[src/rtl/sha_sched_pkg.sv]
// Shared types and helpers for the SHA-256 job scheduler.
// State encoding, default address width and watchdog counter sizing.
package sha_sched_pkg;

  typedef enum logic [2:0] {
    S_IDLE      = 3'd0,
    S_LAUNCH    = 3'd1,
    S_WAIT_BUSY = 3'd2,
    S_WAIT_DONE = 3'd3,
    S_ACK       = 3'd4,
    S_FAULT     = 3'd5
  } sched_state_t;

  localparam int DEF_ADDR_W = 16;

  // Watchdog counter only has to reach TIMEOUT_CYCLES-2.
  function automatic int wd_width(input int timeout_cycles);
    return (timeout_cycles > 2) ? $clog2(timeout_cycles) : 1;
  endfunction

endpackage

[src/rtl/rr_arbiter.sv]
// Combinational round-robin arbiter: the search starts at i_rr_ptr and wraps,
// so the first requester at or after the pointer wins.
module rr_arbiter #(
  parameter int NUM_REQ = 4,
  parameter int IDX_W   = $clog2(NUM_REQ)
) (
  input  logic [NUM_REQ-1:0] i_req,
  input  logic [IDX_W-1:0]   i_rr_ptr,
  output logic [NUM_REQ-1:0] o_grant_oh,
  output logic [IDX_W-1:0]   o_grant_idx,
  output logic               o_any_req
);

  logic [NUM_REQ-1:0] w_rot;
  logic [NUM_REQ-1:0] w_seen;
  logic [NUM_REQ-1:0] w_sel;
  logic [IDX_W-1:0]   w_idx_acc [NUM_REQ+1];

  // Rotate so the pointer sits at bit 0, pick the lowest set bit, rotate back.
  assign w_rot = NUM_REQ'({i_req, i_req} >> i_rr_ptr);

  for (genvar gi = 0; gi < NUM_REQ; gi++) begin : g_pick
    if (gi == 0) begin : g_first
      assign w_seen[gi] = 1'b0;
    end else begin : g_rest
      assign w_seen[gi] = w_seen[gi-1] | w_rot[gi-1];
    end
    assign w_sel[gi] = w_rot[gi] & ~w_seen[gi];
  end

  assign o_grant_oh = NUM_REQ'(({w_sel, w_sel} << i_rr_ptr) >> NUM_REQ);

  assign w_idx_acc[0] = '0;
  for (genvar gi = 0; gi < NUM_REQ; gi++) begin : g_enc
    assign w_idx_acc[gi+1] = w_idx_acc[gi] | (o_grant_oh[gi] ? IDX_W'(gi) : '0);
  end

  assign o_grant_idx = w_idx_acc[NUM_REQ];
  assign o_any_req   = |i_req;

endmodule

[src/rtl/sha256_job_scheduler.sv]
// Shares one SHA-256 core among NUM_REQ requesters: round-robin grant,
// start pulse, done fall/rise tracking, per-job ack and a sticky watchdog fault.
module sha256_job_scheduler
  import sha_sched_pkg::*;
#(
  parameter int NUM_REQ        = 4,
  parameter int ADDR_W         = DEF_ADDR_W,
  parameter int TIMEOUT_CYCLES = 4096
) (
  input  logic                        clk,
  input  logic                        rst_n,
  input  logic [NUM_REQ-1:0]          i_req,
  input  logic [NUM_REQ*ADDR_W-1:0]   i_req_input_addr,
  input  logic [NUM_REQ*ADDR_W-1:0]   i_req_hash_addr,
  output logic [NUM_REQ-1:0]          o_ack,
  output logic                        o_ack_err,
  output logic                        o_core_start,
  output logic [ADDR_W-1:0]           o_core_input_addr,
  output logic [ADDR_W-1:0]           o_core_hash_addr,
  input  logic                        i_core_done,
  output logic                        o_busy,
  output logic [$clog2(NUM_REQ)-1:0]  o_grant_id,
  output logic                        o_fault,
  output logic [15:0]                 o_job_count
);

  localparam int IDX_W = $clog2(NUM_REQ);
  localparam int WD_W  = wd_width(TIMEOUT_CYCLES);

  sched_state_t       r_state, w_state_next;
  logic [IDX_W-1:0]   r_rr_ptr, r_grant_id, w_grant_idx;
  logic [NUM_REQ-1:0] r_grant_oh, w_grant_oh;
  logic               w_any_req, w_exit, w_timeout, r_err, r_fault;
  logic [WD_W-1:0]    r_wd_cnt;
  logic [ADDR_W-1:0]  r_core_input_addr, r_core_hash_addr;
  logic [15:0]        r_job_count;
  logic [ADDR_W-1:0]  w_in_acc [NUM_REQ+1];
  logic [ADDR_W-1:0]  w_hs_acc [NUM_REQ+1];

  rr_arbiter #(.NUM_REQ(NUM_REQ), .IDX_W(IDX_W)) u_arb (
    .i_req       (i_req),
    .i_rr_ptr    (r_rr_ptr),
    .o_grant_oh  (w_grant_oh),
    .o_grant_idx (w_grant_idx),
    .o_any_req   (w_any_req)
  );

  // One-hot AND-OR mux of the winner's address slices.
  assign w_in_acc[0] = '0;
  assign w_hs_acc[0] = '0;
  for (genvar gi = 0; gi < NUM_REQ; gi++) begin : g_addr_mux
    assign w_in_acc[gi+1] = w_in_acc[gi] |
      ({ADDR_W{w_grant_oh[gi]}} & i_req_input_addr[gi*ADDR_W +: ADDR_W]);
    assign w_hs_acc[gi+1] = w_hs_acc[gi] |
      ({ADDR_W{w_grant_oh[gi]}} & i_req_hash_addr[gi*ADDR_W +: ADDR_W]);
  end

  // Expiry one count early so the error ack lands TIMEOUT_CYCLES after start.
  assign w_exit    = ((r_state == S_WAIT_BUSY) && !i_core_done) ||
                     ((r_state == S_WAIT_DONE) && i_core_done);
  assign w_timeout = !w_exit && (r_wd_cnt == WD_W'(TIMEOUT_CYCLES - 2));

  always_ff @(posedge clk or negedge rst_n) begin
    if (!rst_n) r_state <= S_IDLE;
    else        r_state <= w_state_next;
  end

  always_comb begin
    w_state_next = r_state;
    case (r_state)
      S_IDLE:      if (w_any_req && i_core_done) w_state_next = S_LAUNCH;
      S_LAUNCH:    w_state_next = S_WAIT_BUSY;
      S_WAIT_BUSY: if (!i_core_done) w_state_next = S_WAIT_DONE;
                   else if (w_timeout) w_state_next = S_ACK;
      S_WAIT_DONE: if (i_core_done || w_timeout) w_state_next = S_ACK;
      S_ACK:       w_state_next = r_err ? S_FAULT : S_IDLE;
      S_FAULT:     w_state_next = S_FAULT;
      default:     w_state_next = S_IDLE;
    endcase
  end

  always_comb begin
    o_core_start = (r_state == S_LAUNCH);
    o_ack        = (r_state == S_ACK) ? r_grant_oh : '0;
    o_ack_err    = (r_state == S_ACK) && r_err;
    o_busy       = (r_state != S_IDLE) && (r_state != S_FAULT);
  end

  always_ff @(posedge clk or negedge rst_n) begin
    if (!rst_n) begin
      r_rr_ptr          <= '0;
      r_grant_id        <= '0;
      r_grant_oh        <= '0;
      r_wd_cnt          <= '0;
      r_err             <= 1'b0;
      r_fault           <= 1'b0;
      r_job_count       <= '0;
      r_core_input_addr <= '0;
      r_core_hash_addr  <= '0;
    end else begin
      case (r_state)
        S_IDLE: if (w_any_req && i_core_done) begin
          r_grant_id        <= w_grant_idx;
          r_grant_oh        <= w_grant_oh;
          r_core_input_addr <= w_in_acc[NUM_REQ];
          r_core_hash_addr  <= w_hs_acc[NUM_REQ];
        end
        S_LAUNCH: begin
          r_wd_cnt <= '0;
          r_err    <= 1'b0;
        end
        S_WAIT_BUSY, S_WAIT_DONE: begin
          r_wd_cnt <= r_wd_cnt + 1'b1;
          if (w_timeout) r_err <= 1'b1;
        end
        S_ACK: begin
          r_rr_ptr <= (r_grant_id == IDX_W'(NUM_REQ - 1)) ? '0 : r_grant_id + 1'b1;
          if (r_err) r_fault     <= 1'b1;
          else       r_job_count <= r_job_count + 16'd1;
        end
        default: ;
      endcase
    end
  end

  assign o_grant_id        = r_grant_id;
  assign o_core_input_addr = r_core_input_addr;
  assign o_core_hash_addr  = r_core_hash_addr;
  assign o_fault           = r_fault;
  assign o_job_count       = r_job_count;

endmodule

[config.mk]
export PLATFORM = sky130hd
export DESIGN_NAME = sha256_job_scheduler
export DESIGN_NICKNAME = d
export VERILOG_FILES = /design/src/rtl/sha_sched_pkg.sv /design/src/rtl/rr_arbiter.sv /design/src/rtl/sha256_job_scheduler.sv
export SDC_FILE = /design/constraint.sdc
export NUM_CORES = 1
export LEC_CHECK = 0
export CAP_MARGIN = 15
export CORE_ASPECT_RATIO = 1.75
export CORE_MARGIN = 5
export CORE_UTILIZATION = 38
export DETAILED_ROUTE_END_ITERATION = 16
export GPL_TIMING_DRIVEN = 0
export PLACE_DENSITY = 0.76
export SETUP_SLACK_MARGIN = 0.2
export SYNTH_ARGS = -nofsm -noshare
export SYNTH_HDL_FRONTEND = slang
export SYNTH_SLANG_ARGS = --single-unit
[constraint.sdc]
create_clock -name clk -period 1.9 [get_ports clk]
set_clock_uncertainty 0.2 [all_clocks]
set_input_delay 0.57 -clock clk [delete_from_list [all_inputs] [get_ports clk]]
set_output_delay 0.57 -clock clk [all_outputs]
set_load 0.01 [all_outputs]
# Word-level counts from Yosys, hierarchy flattened
# Index checks and enable logic that the tools add are counted.
[totals]
register_bits = 73
inputBits = 135
[op_classes]
n_addsub = 3
n_eq_ne = 12
n_shift = 2
n_mux = 14
n_bitwise = 25
reduce_logical = 20
[ops]
columns = ["operator", "n"]
rows = [
  ["16-bit AND", 8],
  ["16-bit OR", 6],
  ["12-bit one-hot mux with 2 select lines", 1],
  ["3-bit one-hot mux with 6 select lines", 1],
  ["16-bit by 1-bit adder with 16-bit output (second input constant)", 1],
  ["3-bit 2-to-1 mux", 5],
  ["12-bit by 1-bit adder with 12-bit output (second input constant)", 1],
  ["12-bit == test (second input constant)", 1],
  ["2-bit AND reduction", 4],
  ["8-bit by 2-bit left shift with 8-bit output", 1],
  ["8-bit by 2-bit >> shifter with 4-bit output", 1],
  ["3-bit by 2-bit == test with 1-bit output (second input constant)", 2],
  ["3-bit == test (second input constant)", 2],
  ["1-bit logical AND", 6],
  ["2-bit 2-to-1 mux", 3],
  ["3-bit != test (second input constant)", 2],
  ["4-bit 2-to-1 mux", 1],
  ["2-bit != test (second input constant)", 2],
  ["1-bit NOT", 4],
  ["4-bit OR reduction", 1],
  ["1-bit AND", 3],
  ["3-bit by 1-bit == test with 1-bit output (second input constant)", 1],
  ["3-bit logical NOT", 1],
  ["3-bit AND reduction", 1],
  ["other kinds (13)", 17],
]

# Logic depth before layout (Yosys ltp)
[logic_depth]
ltp_word = 10
ltp_mapped = 7
ltp_nobuf = 6

# Cells and area by module
# A second synthesis with hierarchy kept.
[hier_totals]
hier_cells = 405
hier_area_um2 = 3926.3
[by_module_without_submodules]
columns = ["mod", "instances", "cells_per_inst", "area_per_inst_um2", "seq_area_each_um2"]
rows = [
  ["sha256_job_scheduler", 1, 374, 3751.1, 1826.8],
  ["rr_arbiter", 1, 31, 175.2, 0.0],
]

# Worst setup path before layout
# Ideal clock, no wire load.
[synth_timing]
path_kind = "input port to flip-flop"
start = "in i_req[0]"
end = "reg r_core_input_addr[10] (netlist: o_core_input_addr[10])"
setup_time_ps = 138
arrival_ps = 1737
required_ps = 1562
slack_ps = -175
cell_stages = 6
n_path_buf = 2
path_cell_list = "or4_1 > and4b_1 > buf_2 > buf_2 > nor2_1 > a41oi_1"
[synth_via]
elab_chain_cells = 10
[synth_rtl]
columns = ["item", "line_no", "source"]
rows = [
  ["start: declaration", "sha256_job_scheduler.sv:12", "input logic [NUM_REQ-1:0] i_req,"],
  ["8-bit by 2-bit >> shifter with 4-bit output", "rr_arbiter.sv:20", "assign w_rot = NUM_REQ'({i_req, i_req} >> i_rr_ptr);"],
  ["1-bit OR (2 in a row)", "rr_arbiter.sv:26", "assign w_seen[gi] = w_seen[gi-1] | w_rot[gi-1];"],
  ["1-bit NOT", "rr_arbiter.sv:28", "assign w_sel[gi] = w_rot[gi] & ~w_seen[gi];"],
  ["1-bit AND", "rr_arbiter.sv:28", ""],
  ["8-bit by 2-bit left shift with 8-bit output", "rr_arbiter.sv:31", "assign o_grant_oh = NUM_REQ'(({w_sel, w_sel} << i_rr_ptr) >> NUM_REQ);"],
  ["16-bit AND", "sha256_job_scheduler.sv:53", "({ADDR_W{w_grant_oh[gi]}} & i_req_input_addr[gi*ADDR_W +: ADDR_W]);"],
  ["16-bit OR (3 in a row)", "sha256_job_scheduler.sv:52", "assign w_in_acc[gi+1] = w_in_acc[gi] |"],
  ["end signal: assignment", "sha256_job_scheduler.sv:105", "r_core_input_addr <= w_in_acc[NUM_REQ];"],
  ["end: declaration", "sha256_job_scheduler.sv:35", "logic [ADDR_W-1:0] r_core_input_addr, r_core_hash_addr;"],
]
# Parallel ways exist; a longest one is shown, timed or not.
# A chain may end at the register's enable or synchronous reset.

# Worst setup path in the final report
[layout_timing]
start = "reg r_state[1]"
end = "out o_ack[2]"
[layout_via]
elab_chain_cells = 2
[layout_rtl]
columns = ["item", "line_no", "source"]
rows = [
  ["start: declaration", "sha256_job_scheduler.sv:30", "sched_state_t r_state, w_state_next;"],
  ["start signal: assignment", "sha256_job_scheduler.sv:65", "else r_state <= w_state_next;"],
  ["3-bit == test", "sha256_job_scheduler.sv:84", "o_ack = (r_state == S_ACK) ? r_grant_oh : '0;"],
  ["4-bit 2-to-1 mux", "sha256_job_scheduler.sv:84", ""],
  ["end: declaration", "sha256_job_scheduler.sv:15", "output logic [NUM_REQ-1:0] o_ack,"],
]
# Every way passes these cells.

==> run summary <==
### Logic synthesis
* **Mapped Area** 4270 µm²
* **register bit count reported by yosys** 73
* **largest cells by area after synthesis** sky130_fd_sc_hd__dfrtp_1 (43%), sky130_fd_sc_hd__nand4_1 (9.8%), sky130_fd_sc_hd__a41oi_1 (7.0%)
* **proportion of synthesized chip area in sequential cells** 42.8%
* **nets in the synthesized netlist** 618
* **number of warning messages in the yosys log** 0
* **fraction of registers with async set/reset** 100%
* **leading area contributor after synthesis** sky130_fd_sc_hd__dfrtp_1
* **Syn Area/Cell** 8.91 µm²
* **most used flip-flop cell after synthesis** sky130_fd_sc_hd__dfrtp_1
* **Synth cell types** 47
* **most frequently used cell type in the post-synthesis netlist** sky130_fd_sc_hd__dfrtp_1
* **Post-synth EDFFs** 0
* **most frequent cells after synthesis** sky130_fd_sc_hd__dfrtp_1 (73), sky130_fd_sc_hd__nand4_1 (67), sky130_fd_sc_hd__nand3_1 (46)
* **proportion of netlist area held by the largest area contributor** 42.8%
* **Syn Inst Count** 479

### Pwr
* **switching power share of the total** 24.9%
* **internal cell power** 0.00310 W
* **VDD IR max** 0.000768 V
* **share of power burned in registers** 37.6%
* **LEAKAGE** 3.81 nW
* **proportion of power drawn by combinational gates** 16.9%
* **share of power burned in the clock network** 45.5%
* **total power divided by cell area** 462 nW/µm²
* **NetSw** 0.00103 W

### Placed design
* **number of buffer cells added on primary ports** 192
* **placed inst area** 6530 µm²
* **total half-perimeter wirelength after legalization and detailed placement** 12500 µm
* **routability-driven placement congestion ratio** 0.897

### Run status
* **outcome** finished, violations left
* **violations in the final reports** negative setup slack

### Clock network
* **clock slew seen by the registers of the worst setup and hold paths** 0.06 ns
* **TritonCTS buffer count** 9
* **root buffer selected by CTS** sky130_fd_sc_hd__clkbuf_16
* **clk buf depth** 2
* **TritonCTS clock tree** built
* **H-tree levels** 3
* **Skew-Pair Late Insertion Delay** 0.33 ns
* **CTS Sinks** 73

### Setup path
* **CP Class** reg2out
* **cell seen most often among critical-path stages** sky130_fd_sc_hd__buf_6
* **endpoint type of the worst setup path** primary output
* **Crit path required time** 1.13 ns
* **maximum net fanout on the critical path** 5
* **critical-path cell list** buf_6, nor2_4, buf_4, and3_4, buf_6
* **Slowest Stage Delay on Critical Path** 0.37 ns
* **arrival time of data at the critical path endpoint** 1.37 ns
* **CP max-delay cell** sky130_fd_sc_hd__dfrtp_1
* **sort of element at the start of the critical path** flip-flop

### GRT
* **leftover overflow at the end of global routing** 0
* **number of global-route vias before repair** 6099
* **antenna violations before repair** 0
* **largest net degree at the start of global routing** 65
* **global-route wire length before repair** 32500 µm
* **Tot GR Track Use** 30.0%

### Timing
* **Max-slew headroom** 54.6%
* **Setup WS post-layout** -0.241 ns
* **top achievable clock speed** 467 MHz
* **Max Transition Viols Final** 0
* **Fin Setup TNS** -6.18 ns
* **worst-margin pin slew** 0.682 ns
* **RSZ-0062 raised after global routing** yes
* **Final Hold Fails** 0
* **number of failing setup endpoints in the final timing report** 46
* **crit path time final** 2.14 ns
* **final cycle utilization of the critical path** 113%

### Routing
* **number of iterations in the first detailed-routing pass** 5
* **post-detailed-route wirelength per cell** 24.9 µm
* **total routed wirelength** 22800 µm
* **overall via count from detail_route** 5942
* **count of nets left with antenna violations after detail routing** 0
* **Iter 0 DRT Violations** 395
* **via count normalized by instance count** 6.49
* **DRC violations left** 0

### Die
* **overall die height** 150 µm
* **Rows** 51
* **Horiz. Die Dim** 90.1 µm
* **# IOs** 193
* **die outline area** 13500 µm²
* **starting utilization of the core area** 38.4%
* **core region area** 11100 µm²

### Cells and area
* **nets** 918
* **Antenna diodes** 0
* **growth of design area from synthesis to finish** 110%
* **fraction of final layout cells with drive strength greater than 1** 48.2%
* **Layout Cell Area excl Fill** 8950 µm²

### Hold path
* **worst min-delay path category** reg2reg

### Job
* **max cap viols** 0

critical path, delay by kind of cell (launching register included):
| family | cells | cell delay, ns |
|---|---|---|
| buffers and inverters | 3 | 0.37 |
| DFF | 1 | 0.37 |
| and+or+nand+nor | 2 | 0.30 |
metrics by stage:
step	utilization (%)	instances	total power (W)	hold slack (ns)	worst slack [ns]
after floorplan	-	479	0.00172	0.0744	-0.0838
after global placement	58.5	803	0.00209	0.249	-2.58
after detailed placement	58.8	804	0.00210	0.223	-0.939
after CTS	74.8	904	0.00406	0.268	-0.265
after global routing	80.6	916	0.00423	0.295	-0.324
final	80.6	916	0.00413	0.262	-0.241
path summary, 6_finish.rpt:
path / from / end / slack (ns) / depth (start not counted)
setup / recovery: r_state[1] / o_ack[2] / -0.24 / 5
hold / removal: o_fault / o_fault / 0.26 / 1
setup reg to reg: r_state[1] / o_core_input_addr[6] / -0.21 / 11
hold reg to reg: o_fault / o_fault / 0.26 / 1
max in group asynchronous: rst_n / r_state[2] / 0.51 / 3
min in group asynchronous: rst_n / r_wd_cnt[7] / 0.42 / 2
cell usage in the layout, fill, tap and decap left out, types with 4 or more instances in the layout:
cell type                           n
sky130_fd_sc_hd__clkbuf_8          10
sky130_fd_sc_hd__buf_6             36
sky130_fd_sc_hd__buf_4             62
sky130_fd_sc_hd__buf_2             55
sky130_fd_sc_hd__o21ai_1            5
sky130_fd_sc_hd__xor2_1             9
sky130_fd_sc_hd__a31oi_4           33
sky130_fd_sc_hd__clkdlybuf4s50_1  129
sky130_fd_sc_hd__nand4_1           67
sky130_fd_sc_hd__nand2_4            4
sky130_fd_sc_hd__o21ai_2           10
sky130_fd_sc_hd__nor2_4            13
sky130_fd_sc_hd__nor2_1            21
sky130_fd_sc_hd__and4_1             4
sky130_fd_sc_hd__clkbuf_1          10
sky130_fd_sc_hd__and3_4             6
sky130_fd_sc_hd__clkbuf_2           9
sky130_fd_sc_hd__buf_16             8
sky130_fd_sc_hd__nor2_2            12
sky130_fd_sc_hd__nand2_1            9
sky130_fd_sc_hd__nand3_4            4
sky130_fd_sc_hd__a31oi_1            5
sky130_fd_sc_hd__dfrtp_1           69
sky130_fd_sc_hd__a41oi_2           32
sky130_fd_sc_hd__nand3_1           28
sky130_fd_sc_hd__buf_12            10
sky130_fd_sc_hd__clkbuf_16          9
sky130_fd_sc_hd__xnor2_1            4
sky130_fd_sc_hd__nand2_2            4
sky130_fd_sc_hd__nand3_2           15
sky130_fd_sc_hd__o21ai_0            4
sky130_fd_sc_hd__buf_8              7
sky130_fd_sc_hd__clkbuf_4           6
sky130_fd_sc_hd__inv_1              7
sky130_fd_sc_hd__dfrtp_2            4
flip-flops by register name, indices dropped and copies added (netlist names):
register           flops
o_core_hash_addr      16
o_fault                1
o_grant_id             2
o_job_count           16
r_state                3
r_wd_cnt              12
o_core_input_addr     16
r_grant_oh             4
r_rr_ptr               2
r_err                  1
repair_timing:
| item | in CTS | in global routing |
|---|---|---|
| gates resized for setup | 455 | 105 |
| setup endpoints to repair | 120 | 80 |
| buffers inserted | 70 | 12 |
| cloned | 13 | 0 |
| pin swaps | 57 | 31 |
| hold buffers | 1 | 0 |
| endpoints found under the hold margin | 9 | 0 |
cell families after synthesis:
| kind of cell | after synthesis | share of synthesized area, % |
|---|---|---|
| DFF | 73 | 42.8 |
| and+or+nand+nor | 216 | 28.1 |
| AOI/OAI and AO/OA | 109 | 18.0 |
| xor gates and xnor gates | 16 | 3.28 |
| adders and majority gates | 5 | 1.41 |
| buffers and inverters | 57 | 5.69 |
| muxes | 3 | 0.762 |
layer usage:
metal | vias up | global-route usage, % | wire length [µm]
met2 | 427 | 53.3 | 11900
met1 | 2914 | 32.4 | 7510
li1 | 2470 | - | -
met3 | 131 | 7.30 | 1780
met5 | - | 0 | 0
met4 | 0 | 16.6 | 1540
cell type report:
| cell class | count | area [µm²] |
|---|---|---|
| fillers | 637 | 2150 |
| clock inverters | 1 | 30.0 |
| flip-flops and latches | 73 | 1830 |
| repair buffers | 289 | 2710 |
| inverters | 8 | 35.0 |
| multi-input cells | 349 | 3420 |
| clock buffers | 15 | 298 |
| plain buffers | 49 | 462 |
| well taps | 132 | 165 |
power groups by stage:
stage | clock network (W) | registers (W) | logic [W]
after floorplan | 0 | 0.00158 | 0.000136
after global placement | 0 | 0.00158 | 0.000505
after detailed placement | 0 | 0.00158 | 0.000518
after CTS | 0.00188 | 0.00155 | 0.000626
after global routing | 0.00196 | 0.00155 | 0.000723
final | 0.00188 | 0.00155 | 0.000698
Note: power is estimated with default switching activity, not from simulation.
